`src/rtl/pe_wbuf.sv`:
```
// Weight-stationary MAC processing element with a local weight FIFO; MAC and weight-chain outputs register in 1 cycle.
// No backpressure: a push into a full FIFO is dropped and latches ovf_err; a swap on an empty FIFO is ignored.
module pe_wbuf #(
    parameter int DATA_WIDTH = 16,
    parameter int ACC_WIDTH  = 32,
    parameter int WBUF_DEPTH = 4
) (
    input  logic                  clk,
    input  logic                  rst,
    input  logic                  en_in,
    input  logic                  signed_in,
    input  logic                  sat_in,
    input  logic [DATA_WIDTH-1:0] in,
    input  logic [ACC_WIDTH-1:0]  psum_in,
    input  logic                  w_wen_in,
    input  logic [DATA_WIDTH-1:0] w_in,
    input  logic                  w_push_in,
    input  logic                  w_swap_in,
    input  logic                  w_clear_in,
    output logic                  en_out,
    output logic                  signed_out,
    output logic                  sat_out,
    output logic [DATA_WIDTH-1:0] pass_out,
    output logic [ACC_WIDTH-1:0]  psum_out,
    output logic                  w_wen_out,
    output logic [DATA_WIDTH-1:0] w_out,
    output logic                  wbuf_full,
    output logic                  wbuf_empty,
    output logic                  w_valid,
    output logic                  ovf_err,
    output logic                  sat_flag
);

    localparam int AW  = $clog2(WBUF_DEPTH);
    localparam int PW  = 2 * DATA_WIDTH;
    localparam int EXT = ACC_WIDTH + 1 - PW;

    logic [DATA_WIDTH-1:0] mem [WBUF_DEPTH];
    logic [AW-1:0]         wr_ptr, rd_ptr;
    logic [AW:0]           count;
    logic [DATA_WIDTH-1:0] w_act;
    logic                  push_req, push, pop;

    assign wbuf_full  = (count == (AW+1)'(WBUF_DEPTH));
    assign wbuf_empty = (count == '0);
    assign push_req   = w_push_in & w_wen_in;
    assign pop        = w_swap_in & ~wbuf_empty;
    // A same-cycle pop frees the slot, so a push into a full FIFO still lands.
    assign push       = push_req & (~wbuf_full | pop);

    always_ff @(posedge clk) begin
        if (push) begin
            mem[wr_ptr] <= w_in;
        end
    end

    always_ff @(posedge clk or posedge rst) begin
        if (rst) begin
            wr_ptr  <= '0;
            rd_ptr  <= '0;
            count   <= '0;
            ovf_err <= 1'b0;
            w_act   <= '0;
            w_valid <= 1'b0;
        end else begin
            if (push) begin
                wr_ptr <= wr_ptr + AW'(1);
            end
            if (pop) begin
                rd_ptr <= rd_ptr + AW'(1);
            end
            case ({push, pop})
                2'b10:   count <= count + (AW+1)'(1);
                2'b01:   count <= count - (AW+1)'(1);
                default: count <= count;
            endcase
            if (push_req & wbuf_full & ~pop) begin
                ovf_err <= 1'b1;
            end
            if (pop) begin
                w_act   <= mem[rd_ptr];
                w_valid <= 1'b1;
            end else if (w_clear_in) begin
                w_act   <= '0;
                w_valid <= 1'b0;
            end
        end
    end

    logic [PW-1:0]        a_ext, b_ext, prod;
    logic [ACC_WIDTH:0]   prod_x, psum_x, sum;
    logic [ACC_WIDTH-1:0] sum_res;
    logic                 clamp;

    // Operands are extended to the product width so a plain multiply truncated to PW bits is exact for both signednesses.
    assign a_ext  = signed_in ? {{DATA_WIDTH{in[DATA_WIDTH-1]}}, in}       : {{DATA_WIDTH{1'b0}}, in};
    assign b_ext  = signed_in ? {{DATA_WIDTH{w_act[DATA_WIDTH-1]}}, w_act} : {{DATA_WIDTH{1'b0}}, w_act};
    assign prod   = w_valid ? (a_ext * b_ext) : '0;
    assign prod_x = {{EXT{signed_in & prod[PW-1]}}, prod};
    assign psum_x = {signed_in & psum_in[ACC_WIDTH-1], psum_in};
    assign sum    = psum_x + prod_x;

    always_comb begin
        clamp   = 1'b0;
        sum_res = sum[ACC_WIDTH-1:0];
        if (sat_in) begin
            if (signed_in) begin
                if (sum[ACC_WIDTH] != sum[ACC_WIDTH-1]) begin
                    clamp   = 1'b1;
                    sum_res = sum[ACC_WIDTH] ? {1'b1, {(ACC_WIDTH-1){1'b0}}} : {1'b0, {(ACC_WIDTH-1){1'b1}}};
                end
            end else if (sum[ACC_WIDTH]) begin
                clamp   = 1'b1;
                sum_res = '1;
            end
        end
    end

    always_ff @(posedge clk or posedge rst) begin
        if (rst) begin
            en_out     <= 1'b0;
            signed_out <= 1'b0;
            sat_out    <= 1'b0;
            pass_out   <= '0;
            psum_out   <= '0;
            sat_flag   <= 1'b0;
            w_wen_out  <= 1'b0;
            w_out      <= '0;
        end else begin
            w_wen_out <= w_wen_in;
            w_out     <= w_wen_in ? w_in : '0;
            en_out    <= en_in;
            if (en_in) begin
                pass_out   <= in;
                signed_out <= signed_in;
                sat_out    <= sat_in;
                psum_out   <= sum_res;
                sat_flag   <= clamp;
            end else begin
                sat_flag   <= 1'b0;
            end
        end
    end

endmodule

```
`config.mk`:
```
export PLATFORM = sky130hd
export DESIGN_NAME = pe_wbuf
export DESIGN_NICKNAME = d
export VERILOG_FILES = /design/src/rtl/pe_wbuf.sv
export SDC_FILE = /design/constraint.sdc
export NUM_CORES = 1
export LEC_CHECK = 0
export BUFFER_PORTS_ARGS = -buffer_cell sky130_fd_sc_hd__buf_2
export CAP_MARGIN = 20
export CELL_PAD_IN_SITES_DETAIL_PLACEMENT = 0
export CELL_PAD_IN_SITES_GLOBAL_PLACEMENT = 1
export CORE_ASPECT_RATIO = 0.75
export CORE_MARGIN = 1.5
export CORE_UTILIZATION = 51
export CTS_BUF_LIST = sky130_fd_sc_hd__clkbuf_8
export CTS_CLUSTER_DIAMETER = 30
export DETAILED_ROUTE_END_ITERATION = 16
export MAX_ROUTING_LAYER = met4
export PLACE_DENSITY = 0.93
export SYNTH_ARGS = -nofsm -noshare
export SYNTH_HDL_FRONTEND = slang
export SYNTH_SLANG_ARGS = --single-unit
```
`constraint.sdc`:
```
create_clock -name clk -period 12.57 [get_ports clk]
set_input_delay 1.8855 -clock clk [delete_from_list [all_inputs] [get_ports clk]]
set_output_delay 1.8855 -clock clk [all_outputs]
set_load 0.01 [all_outputs]
```
# --- Word-level counts from Yosys, hierarchy flattened ---
# Memory sizes are Yosys's and may differ from the RTL's.
# Cells that the tools add are included.
word_totals:
  regBits: 94
  ramBits: 64
  in_bits: 73
  output_inout_bits: 73
  word_cells: 60
  mem_count: 1
classes:
  n_addsub: 5
  n_mul: 1
  eq_ne: 4
  muxes: 21
  bitwise: 11
  reduce_logical: 3
memory_table:
  columns: ["memory", "words", "word_bits", "rd", "rd_ports_with_merged_regs", "write_ports", "line", "text"]
  rows:
  - ["mem", 4, 16, 1, 0, 1, "38", "logic [DATA_WIDTH-1:0] mem [WBUF_DEPTH];"]
ops:
  columns: ["op", "count"]
  rows:
  - ["2-to-1 mux 32 bit", 8]
  - ["2-to-1 mux 16 bit", 3]
  - ["adder 33 bit", 1]
  - ["multiplier 32 x 32 -> 32 bit", 1]
  - ["2-to-1 mux 1 bit", 9]
  - ["AND 1 bit", 7]
  - ["one-hot mux 3 bit (2 select lines)", 1]
  - ["adder 2 x 1 -> 2 bit (second input constant)", 2]
  - ["nonzero test 2 bit", 2]
  - ["adder 3 x 1 -> 3 bit (second input constant)", 1]
  - ["equality test 3 bit (second input constant)", 1]
  - ["zero test 3 bit", 1]
  - ["inverter 1 bit", 3]
  - ["subtractor 3 x 1 -> 3 bit (second input constant)", 1]
  - ["equality test 2 x 1 -> 1 bit (second input constant)", 1]
  - ["equality test 2 bit (second input constant)", 1]
  - ["!= test 1 bit", 1]
  - ["OR 1 bit", 1]

# --- Depth between registers and ports, before layout ---
# Gate-level depths: netlist of the first run.
logic_depth:
  word_depth: 10
  mapped_depth: 39
  depth_no_buf: 35

# --- Worst setup path after synthesis of the first run ---
# OpenSTA, ideal clock, no wires.
synth_path:
  path_kind: "input port to flip-flop"
  startpoint: "input port signed_in"
  endpoint: "register psum_out[1]"
  setup_ns: 0.121
  arrival_ns: 10.686
  required_time_ns: 12.449
  slack_ns: 1.763
  stages: 34
  path_buffers: 3
  cell_sequence: "clkbuf_1 -> and2_1 -> clkbuf_1 -> nand2_1 -> fa_1 -> fa_1 -> inv_1 -> fa_1 -> inv_1 -> fa_1 -> inv_1 -> fa_1 -> fa_1 -> fa_1 -> fa_1 -> ha_1 -> and3_1 -> and2_1 -> a221o_1 -> a21o_1 -> a31oi_1 -> o21ba_2 -> xor2_1 -> nor2_1 -> ha_1 -> a21o_1 -> nor3_1 -> o21ai_0 -> o22ai_1 -> xor2_1 -> and4b_4 -> o311ai_4 -> buf_6 -> o21ai_2"
synth_between:
  elab_chain_cells: 9
  word_cells_on_any_way: 13
  classes_between: "add/sub (1); mul (1); eq/ne (1); mux (8); bitwise (2)"
synth_lines:
  columns: ["item", "line", "text"]
  rows:
  - ["start: declaration", "11", "input logic signed_in,"]
  - ["2-to-1 mux 32 bit, on equally long branches", "96, 97", null]
  - ["multiplier 32 x 32 -> 32 bit", "98", "assign prod = w_valid ? (a_ext * b_ext) : '0;"]
  - ["2-to-1 mux 32 bit", "98", null]
  - ["AND 1 bit", "99", "assign prod_x = {{EXT{signed_in & prod[PW-1]}}, prod};"]
  - ["adder 33 bit", "101", "assign sum = psum_x + prod_x;"]
  - ["2-to-1 mux 32 bit / != test 1 bit (equally long branches)", "110, 108", null]
  - ["2-to-1 mux 32 bit", "108", "if (sum[ACC_WIDTH] != sum[ACC_WIDTH-1]) begin"]
  - ["2-to-1 mux 32 bit *", "107", "if (signed_in) begin"]
  - ["2-to-1 mux 32 bit *", "106", "if (sat_in) begin"]
  - ["end signal: assignment", "137", "psum_out <= sum_res;"]
  - ["end: declaration", "24", "output logic [ACC_WIDTH-1:0] psum_out,"]
# Mark *: on every way between the ends. The rest lies on a longest branch, timed or not.
# A chain may end at the register's enable or synchronous reset.

# --- Worst setup path after layout of the first run ---
layout_path:
  startpoint: "input port signed_in"
  endpoint: "register psum_out[5]"
# Same word-level chain as after synthesis.

==> impl_metrics.env, run 1 <==
export IMPL_viasPerCell=5.45
export IMPL_cp_required_ns=12.91
export IMPL_drv_cap=0
export IMPL_dp_hpwl_mm=40.3
export IMPL_grt_max_degree=54
export IMPL_hold_class="reg2reg"
export IMPL_min_from="ovf_err"
export IMPL_syn_inst=1954
export IMPL_cts_htree_levels=4
export IMPL_hold_end="ovf_err"
export IMPL_die_h_um=177
export IMPL_ctsResizeCount=0
export IMPL_cp_start_kind="input pin"
export IMPL_yosys_top_cells_count="inv_1, fa_1, and2_1"
export IMPL_wl_per_cell_um=19.3
export IMPL_r2r_end="psum_out[5]"
export IMPL_fin_skew_ns=0.0388
export IMPL_r2r_cells=31
export IMPL_grt_pass1_wl_mm=82.6
export IMPL_clk_pin_slew_ns=0.09
export IMPL_place_congestion=0.922
export IMPL_drive_gt1_share_pct=13.6
export IMPL_clockRootBuffer="clkbuf_8"
export IMPL_die_w_um=235
export IMPL_ys_warn_count=0
export IMPL_row_count=63
export IMPL_cp_end_kind="flip-flop"
export IMPL_clk_latency_ns=0.50
export IMPL_relSlewSlack_pct=42.6
export IMPL_worstPathArrival_ns=11.92
export IMPL_fin_crit_sh_pct=92.2
export IMPL_drt_pass1_iter_count=7
export IMPL_synthTopCellsByArea="fa_1, dfrtp_1, ha_1, edfxtp_1, inv_1"
export IMPL_multi_input_area_mm2=0.0147
export IMPL_cts_buffers=17
export IMPL_slowest_delay_ns=0.66
export IMPL_critical_path_class="in2reg"
export IMPL_r2r_slack_ns=2.18
export IMPL_instances_no_fill=2592
export IMPL_numPortBuffers=145
export IMPL_netlist_area_mm2=0.0206
export IMPL_cp_common_cell="fa_1"
export IMPL_synth_main_ff_cell="dfrtp_1"
export IMPL_drtIter0Drc=794
export IMPL_ioPinCount=146
export IMPL_fill_cells=3434
export IMPL_hold_buffers=0
export IMPL_synth_area_leader_cell="fa_1"
export IMPL_cts_tree="done"
export IMPL_ys_seq_elements=158
export IMPL_layout_nets=2632
export IMPL_tightest_slew_ns=0.861
export IMPL_globalRouteTotalUtil_pct=26.4
export IMPL_antenna_left=0
export IMPL_dp_cells=2558
export IMPL_first_global_vias=15300
export IMPL_grt_antenna_before_repair=1
export IMPL_vias=14100
export IMPL_syn_avg_cell_area_um2=10.5
export IMPL_status="finished, final reports clean"
export IMPL_clkSinkCount=158
export IMPL_slew_viol_final=0
export IMPL_syn2layout_area_growth_pct=7.89
export IMPL_ys_types=70
export IMPL_n_antenna_cell=0
export IMPL_yosysSeqAreaShare_pct=20.8
export IMPL_core_region_area_mm2=0.0396
export IMPL_fin_crit_ns=11.58
export IMPL_synth_top_cell_area_share_pct=33.1
export IMPL_clockBufferDepth=2
export IMPL_setup_violations=0
export IMPL_r2r_start="w_act[2]"
export IMPL_rsz0062_at_grt="no"
export IMPL_syn_num_nets=2527
export IMPL_seqCellArea_mm2=0.00427
export IMPL_wirelength_mm=50.0
export IMPL_cpMaxStageDelayCell="fa_1"
export IMPL_holdPathStages=1
export IMPL_drc=0
export IMPL_synth_edf_count=64
export IMPL_yosysMostFrequentCell="inv_1"
export IMPL_fin_setup_tns_ns=0
export IMPL_overflow=0
export IMPL_fmax_ghz=0.0863
export IMPL_cts_setup_buffers=0
export IMPL_hold_viol=0
export IMPL_die_area_mm2=0.0415
export IMPL_start_util_pct=51.8
export IMPL_crit_fanout=23
export IMPL_async_flop_share_pct=59.5
## logic make-up (layout without fill, tap and decap cells)
family,Yosys count,count (layout),share of synthesized area (%)
and+or+nand+nor,511,511,13.2
adders and majority gates,500,500,42.9
buffers and inverters,422,540,7.93
AOI/OAI and AO/OA,211,211,7.20
DFF,158,158,20.8
xor gates and xnor gates,95,95,4.14
muxes,57,57,3.86
## placed cells by master (no fill, tap or decap), drive strengths merged, types with 3 or more instances in the layout
cell    Yosys  routed
clkinv      2       3
and2      204     204
a211oi      6       6
xor2       28      28
ha        160     160
a311oi      3       3
o21bai      7       7
dfrtp      94      94
fa        340     340
nor2b      13      13
a221oi      3       3
nand2b     27      27
inv       347     356
or2         4       4
nand3       8       8
or3         3       3
nor3       16      16
a21o       25      25
o21a       12      12
clkbuf     62      18
buf        11     159
nor2       53      53
mux4       16      16
o21ai      73      73
a31oi       6       6
and3       26      26
nand2     148     148
nor3b       4       4
mux2       18      18
edfxtp     64      64
mux2i      23      23
xnor2      67      67
a21oi      52      52
## metal layers
metal / global-route usage [%] / routed length, um / up-vias
met5: - / 0 / -
met4: 4.98 / 743 / 0
met3: 3.52 / 2980 / 51
met2: 42.9 / 24000 / 418
met1: 36.0 / 22300 / 7297
li1: - / - / 6358
## how the worst max path moves through the flow
stage               slack (ns)  startpoint  cells past startpoint           end
floorplan                 1.76   signed_in                     34   psum_out[1]
global placement          0.77   signed_in                     33  psum_out[16]
detailed placement        0.59   signed_in                     37  psum_out[13]
CTS                       1.10   signed_in                     37  psum_out[30]
global route              0.48   signed_in                     37  psum_out[30]
finish                    0.99   signed_in                     33   psum_out[5]
## final cells by class
cell class              count  share of cell area [%]
multi-input cells        1374                    66.1
clock buffers              18                    1.12
flip-flops and latches    158                    19.3
repair buffers            159                    3.93
clock inverters            14                   0.750
well taps                 520                    2.93
inverters                 349                    5.92
## worst max-delay path, delay by kind of cell
| family | cells | cell delay (ns) |
|---|---|---|
| buffers and inverters | 5 | 0.97 |
| and+or+nand+nor | 7 | 1.42 |
| xor gates and xnor gates | 2 | 0.54 |
| adders and majority gates | 10 | 4.93 |
| AOI/OAI and AO/OA | 9 | 2.13 |
## metrics by stage
step	area [um^2]	setup slack [ns]	hold slack (ns)	util [%]
floorplan	20600	1.76	0.462	-
global placement	21700	0.775	0.443	54.8
detailed placement	21700	0.591	0.456	54.8
CTS	22100	1.10	0.476	55.8
global route	22200	0.477	0.503	55.9
finish	22200	0.986	0.470	55.9
## registers in the layout, indices dropped and copies added (netlist names)
register,flops
w_wen_out,1
w_valid,1
w_out,16
count,3
rd_ptr,2
psum_out,32
pass_out,16
sat_flag,1
wr_ptr,2
w_act,16
sat_out,1
ovf_err,1
mem,64
en_out,1
signed_out,1
Power of run 1 is not shown: default switching activity piles up to over one toggle a cycle in this logic, so the estimate is an artifact.
==> run 2, diff against run 1 <==
- CORE_UTILIZATION: 51 -> 55
- CTS_CLUSTER_DIAMETER: 30 -> 200
- PLACE_DENSITY: 0.93 -> 0.95
- clock period: 12.57 -> 14.65 ns (I/O delays scaled with it)
==> impl_metrics.env, run 2 (synthesis results as in run 1) <==
export IMPL_clockBufferDepth=2
export IMPL_drc=0
export IMPL_reg_top3="mem x64, psum_out x32"
export IMPL_setup_violations=0
export IMPL_clk_latency_ns=0.50
export IMPL_fmax_ghz=0.0839
export IMPL_fin_crit_ns=11.92
export IMPL_relSlewSlack_pct=40.4
export IMPL_wirelength_mm=49.6
export IMPL_critical_path_class="in2reg"
export IMPL_overflow=0
export IMPL_fin_setup_tns_ns=0
export IMPL_multi_input_area_mm2=0.0147
export IMPL_row_count=61
export IMPL_fin_crit_sh_pct=81.4
export IMPL_hold_class="reg2reg"
export IMPL_hold_buffers=0
export IMPL_seqCellArea_mm2=0.00427
export IMPL_cp_common_cell="fa_1"
export IMPL_clkSinkCount=158
export IMPL_largest_reg_flops=64
export IMPL_rsz0062_at_grt="no"
export IMPL_fin_skew_ns=0.0249
export IMPL_cts_tree="done"
export IMPL_hold_viol=0
export IMPL_r2r_start="w_act[2]"
export IMPL_min_from="ovf_err"
export IMPL_die_area_mm2=0.0386
export IMPL_cp_end_kind="flip-flop"
export IMPL_r2r_cells=34
export IMPL_grt_antenna_before_repair=2
export IMPL_syn2layout_area_growth_pct=7.59
export IMPL_r2r_slack_ns=4.28
export IMPL_layout_commonest_cell="inv_1"
export IMPL_crit_fanout=31
export IMPL_drtIter0Drc=841
export IMPL_hold_end="ovf_err"
export IMPL_cts_buffers=17
export IMPL_tightest_slew_ns=0.893
export IMPL_antenna_left=0
export IMPL_die_w_um=226
export IMPL_cts_setup_buffers=0
export IMPL_grt_max_degree=54
export IMPL_layout_common_cells="inv_1, fa_1, and2_1"
export IMPL_wl_per_cell_um=19.3
export IMPL_holdPathStages=1
export IMPL_worstPathArrival_ns=12.25
export IMPL_ctsResizeCount=0
export IMPL_slowest_delay_ns=0.53
export IMPL_slew_viol_final=0
export IMPL_clockRootBuffer="clkbuf_8"
export IMPL_globalRouteTotalUtil_pct=28.1
export IMPL_first_global_vias=14900
export IMPL_cpMaxStageDelayCell="fa_1"
export IMPL_core_region_area_mm2=0.0369
export IMPL_viasPerCell=5.45
export IMPL_vias=14000
export IMPL_status="finished, final reports clean"
export IMPL_grt_pass1_wl_mm=80.2
export IMPL_place_congestion=0.917
export IMPL_ioPinCount=146
export IMPL_cp_start_kind="input pin"
export IMPL_numPortBuffers=145
export IMPL_drv_cap=0
export IMPL_fill_cells=3103
export IMPL_r2r_end="psum_out[30]"
export IMPL_drt_pass1_iter_count=5
export IMPL_drive_gt1_share_pct=13.4
export IMPL_dp_hpwl_mm=39.8
export IMPL_cts_htree_levels=4
export IMPL_start_util_pct=55.6
export IMPL_layout_nets=2627
export IMPL_die_h_um=170
export IMPL_clk_pin_slew_ns=0.10
export IMPL_cp_required_ns=14.98
export IMPL_largest_register="mem"
==> run 2: changes by cell type in the layout (fill, tap and decap cells not counted), sizes merged <==
cell,before,now
diode,0,1
clkinv,3,8
clkinvlp,2,0
buf,159,154
bufinv,2,0
clkbuf,18,17
==> run 2: stage by stage <==
step / area [um^2] / hold slack, ns / utilization [%] / instances / setup slack (ns)
after global placement: 21600 / 0.457 / 58.6 / 2537 / 2.56
after floorplan: 20600 / 0.462 / - / 1954 / 3.53
final: 22100 / 0.494 / 59.9 / 2572 / 2.73
after global routing: 22100 / 0.530 / 59.9 / 2572 / 2.26
after detailed placement: 21600 / 0.469 / 58.6 / 2537 / 2.35
after CTS: 22100 / 0.504 / 59.7 / 2569 / 2.86
==> run 2: worst max path at each step <==
stage               cells past startpoint            to  slack (ns)       from
finish                                 37  psum_out[30]        2.73  signed_in
global route                           37  psum_out[30]        2.26  signed_in
CTS                                    37  psum_out[30]        2.86  signed_in
detailed placement                     37  psum_out[30]        2.35  signed_in
global placement                       33  psum_out[30]        2.56  signed_in
floorplan                              34   psum_out[1]        3.53  signed_in
==> run 2: area by class of cell <==
| cell class | count | area share, % |
|---|---|---|
| multi-input cells | 1374 | 66.3 |
| inverters | 349 | 5.93 |
| flip-flops and latches | 158 | 19.3 |
| well taps | 504 | 2.85 |
| repair buffers | 154 | 3.71 |
| clock inverters | 15 | 0.843 |
| diodes | 1 | 0.0113 |
| clock buffers | 17 | 1.06 |
==> run 2: critical path, delay by kind of cell <==
kind,cells,cell delay (ns)
and+or+nand+nor,5,0.88
xor gates and xnor gates,1,0.18
adders and majority gates,10,4.79
AOI/OAI and AO/OA,14,2.84
buffers and inverters,7,1.33
==> run 2: metal layers <==
| layer | wire length, um | vias to the layer above | track usage (%) |
|---|---|---|---|
| met3 | 3110 | 34 | 4.96 |
| met2 | 23800 | 402 | 44.1 |
| li1 | - | 6367 | - |
| met1 | 22300 | 7222 | 39.4 |
| met5 | 0 | - | - |
| met4 | 414 | 0 | 4.09 |
Power of run 2 is left out for the same reason.
==> run 3, diff against run 2 <==
- ABC_AREA: not set -> 1
- CORE_UTILIZATION: 55 -> 49
- PLACE_DENSITY: 0.95 -> 0.93
- clock period: 14.65 -> 11.4 ns (I/O delays scaled with it)
==> impl_metrics.env, run 3 <==
export IMPL_tightest_slew_ns=1.13
export IMPL_wl_per_cell_um=17.4
export IMPL_largest_register="mem"
export IMPL_cp_required_ns=11.81
export IMPL_yosysMostFrequentCell="inv_1"
export IMPL_cts_tree="done"
export IMPL_reg_top3="mem x64, psum_out x32"
export IMPL_crit_fanout=32
export IMPL_crit_buf_inv=7
export IMPL_slew_viol_final=0
export IMPL_fin_area_mm2=0.0229
export IMPL_cp_depth=38
export IMPL_die_area_mm2=0.0445
export IMPL_ioPinCount=146
export IMPL_ys_types=44
export IMPL_netlist_area_mm2=0.0212
export IMPL_hold_buffers=0
export IMPL_cp_common_cell="fa_1"
export IMPL_clockRootBuffer="clkbuf_8"
export IMPL_fin_setup_tns_ns=0
export IMPL_ys_seq_elements=158
export IMPL_cp_end_kind="flip-flop"
export IMPL_overflow=0
export IMPL_clockBufferDepth=2
export IMPL_first_global_vias=16800
export IMPL_drc=0
export IMPL_layout_commonest_cell="inv_1"
export IMPL_r2r_end="psum_out[13]"
export IMPL_holdPathStages=2
export IMPL_globalRouteTotalUtil_pct=27.0
export IMPL_clk_latency_ns=0.52
export IMPL_drtIter0Drc=1179
export IMPL_fill_cells=3930
export IMPL_syn2layout_area_growth_pct=8.10
export IMPL_fin_skew_ns=0.0320
export IMPL_async_flop_share_pct=59.5
export IMPL_wirelength_mm=56.0
export IMPL_place_congestion=0.940
export IMPL_drt_pass1_iter_count=5
export IMPL_yosys_top_cells_count="inv_1, nand2_1, fa_1"
export IMPL_fin_crit_ns=10.81
export IMPL_cts_buffers=17
export IMPL_pre_cts_ws_ns=0.0417
export IMPL_cp_start_kind="input pin"
export IMPL_yosysSeqAreaShare_pct=20.2
export IMPL_seqCellArea_mm2=0.00427
export IMPL_synth_area_leader_cell="fa_1"
export IMPL_antenna_left=0
export IMPL_grt_antenna_before_repair=1
export IMPL_final_setup_worst_slack_ns=0.591
export IMPL_dp_hpwl_mm=46.7
export IMPL_viasPerCell=5.10
export IMPL_die_h_um=183
export IMPL_status="finished, final reports clean"
export IMPL_r2r_slack_ns=1.08
export IMPL_relSlewSlack_pct=24.6
export IMPL_largest_reg_flops=64
export IMPL_hold_viol=0
export IMPL_syn_num_nets=3101
export IMPL_syn_inst=2528
export IMPL_synthTopCellsByArea="fa_1, inv_1, dfrtp_1, nand2_1, ha_1"
export IMPL_layout_common_cells="inv_1, nand2_1, fa_1"
export IMPL_worstPathArrival_ns=11.22
export IMPL_critical_path_class="in2reg"
export IMPL_ys_warn_count=0
export IMPL_cts_setup_buffers=0
export IMPL_grt_pass1_wl_mm=89.9
export IMPL_cts_htree_levels=4
export IMPL_r2r_cells=37
export IMPL_multi_input_area_mm2=0.0140
export IMPL_start_util_pct=50.0
export IMPL_core_region_area_mm2=0.0424
export IMPL_synth_edf_count=64
export IMPL_min_from="pass_out[4]"
export IMPL_fin_crit_sh_pct=94.8
export IMPL_rsz0062_at_grt="no"
export IMPL_synth_top_cell_area_share_pct=32.1
export IMPL_hold_class="reg2reg"
export IMPL_layout_nets=3207
export IMPL_grt_max_degree=68
export IMPL_die_w_um=243
export IMPL_clkSinkCount=158
export IMPL_drv_cap=0
export IMPL_clk_pin_slew_ns=0.11
export IMPL_r2r_start="w_act[15]"
export IMPL_crit_family="adder cells"
export IMPL_numPortBuffers=145
export IMPL_slowest_delay_ns=0.61
export IMPL_cpMaxStageDelayCell="fa_1"
export IMPL_fmax_ghz=0.0925
export IMPL_synth_main_ff_cell="dfrtp_1"
export IMPL_setup_violations=0
export IMPL_place_area_mm2=0.0225
export IMPL_row_count=65
export IMPL_hold_end="pass_out[4]"
export IMPL_drive_gt1_share_pct=9.82
export IMPL_syn_avg_cell_area_um2=8.38
export IMPL_vias=16400
## run 3: changes by cell type after synthesis, sizes merged, moves of 16 or more
cell / delta
a21oi: +72
and2: -203
and3: -25
clkbuf: +18
inv: +309
mux2: -18
mux2i: -23
mux4: -16
nand2: +483
nand2b: -27
nand3: +32
nor2: +49
xnor2: -45
## run 3: metrics by stage
| stage | hold slack, ns | utilization, % | cells |
|---|---|---|---|
| CTS | 0.480 | 54.0 | 3216 |
| floorplan | 0.485 | - | 2528 |
| detailed placement | 0.454 | 53.2 | 3184 |
| global route | 0.510 | 54.1 | 3217 |
| global placement | 0.453 | 53.2 | 3184 |
| finish | 0.474 | 54.1 | 3217 |
## run 3: worst reg2reg max path: cells and delay by family, from the launching register on
family                   cells  cell delay [ns]
AO/OA/AOI/OAI                9             1.78
XOR/XNOR                     1             0.33
adder cells (fa/ha/maj)     10             4.73
buffers and inverters        6             0.60
flip-flops                   1             1.01
AND/OR/NAND/NOR             11             1.75
## run 3: worst max path at each step
stage | start | end
floorplan | in[15] | psum_out[7]
global placement | signed_in | psum_out[10]
detailed placement | signed_in | psum_out[22]
CTS | signed_in | psum_out[25]
global route | signed_in | psum_out[15]
finish | signed_in | psum_out[13]
## run 3: final cells by class
| type | count | share of cell area (%) |
|---|---|---|
| clock inverters | 15 | 0.612 |
| flip-flops and latches | 158 | 18.7 |
| clock buffers | 17 | 1.02 |
| multi-input cells | 1615 | 61.2 |
| diodes | 1 | 0.0109 |
| inverters | 657 | 10.8 |
| repair buffers | 185 | 4.59 |
| well taps | 569 | 3.11 |
## run 3: kinds of logic (layout without fill, tap and decap cells)
kind of cell / Yosys count / in the layout / synth area share, %
and+or+nand+nor: 801 / 801 / 15.4
buffers and inverters: 755 / 874 / 13.7
adders and majority gates: 500 / 500 / 41.6
AOI/OAI and AO/OA: 258 / 258 / 6.92
DFF: 158 / 158 / 20.2
xor gates and xnor gates: 56 / 56 / 2.31
other: 0 / 1 / 0
## run 3: what timing repair did
| action | CTS | global route |
|---|---|---|
| hold endpoints to repair | 0 | 0 |
| gates resized for setup | 0 | 1 |
| setup endpoints to repair | 0 | 31 |
## run 3: metal layers
| layer | share of wire (%) | track usage, % | vias to the layer above |
|---|---|---|---|
| met5 | 0 | - | - |
| met4 | 1.7 | 5.86 | 0 |
| met3 | 7.5 | 4.11 | 63 |
| met2 | 46 | 41.8 | 579 |
| met1 | 45 | 37.7 | 8056 |
| li1 | - | - | 7715 |
Power of run 3 is left out for the same reason.
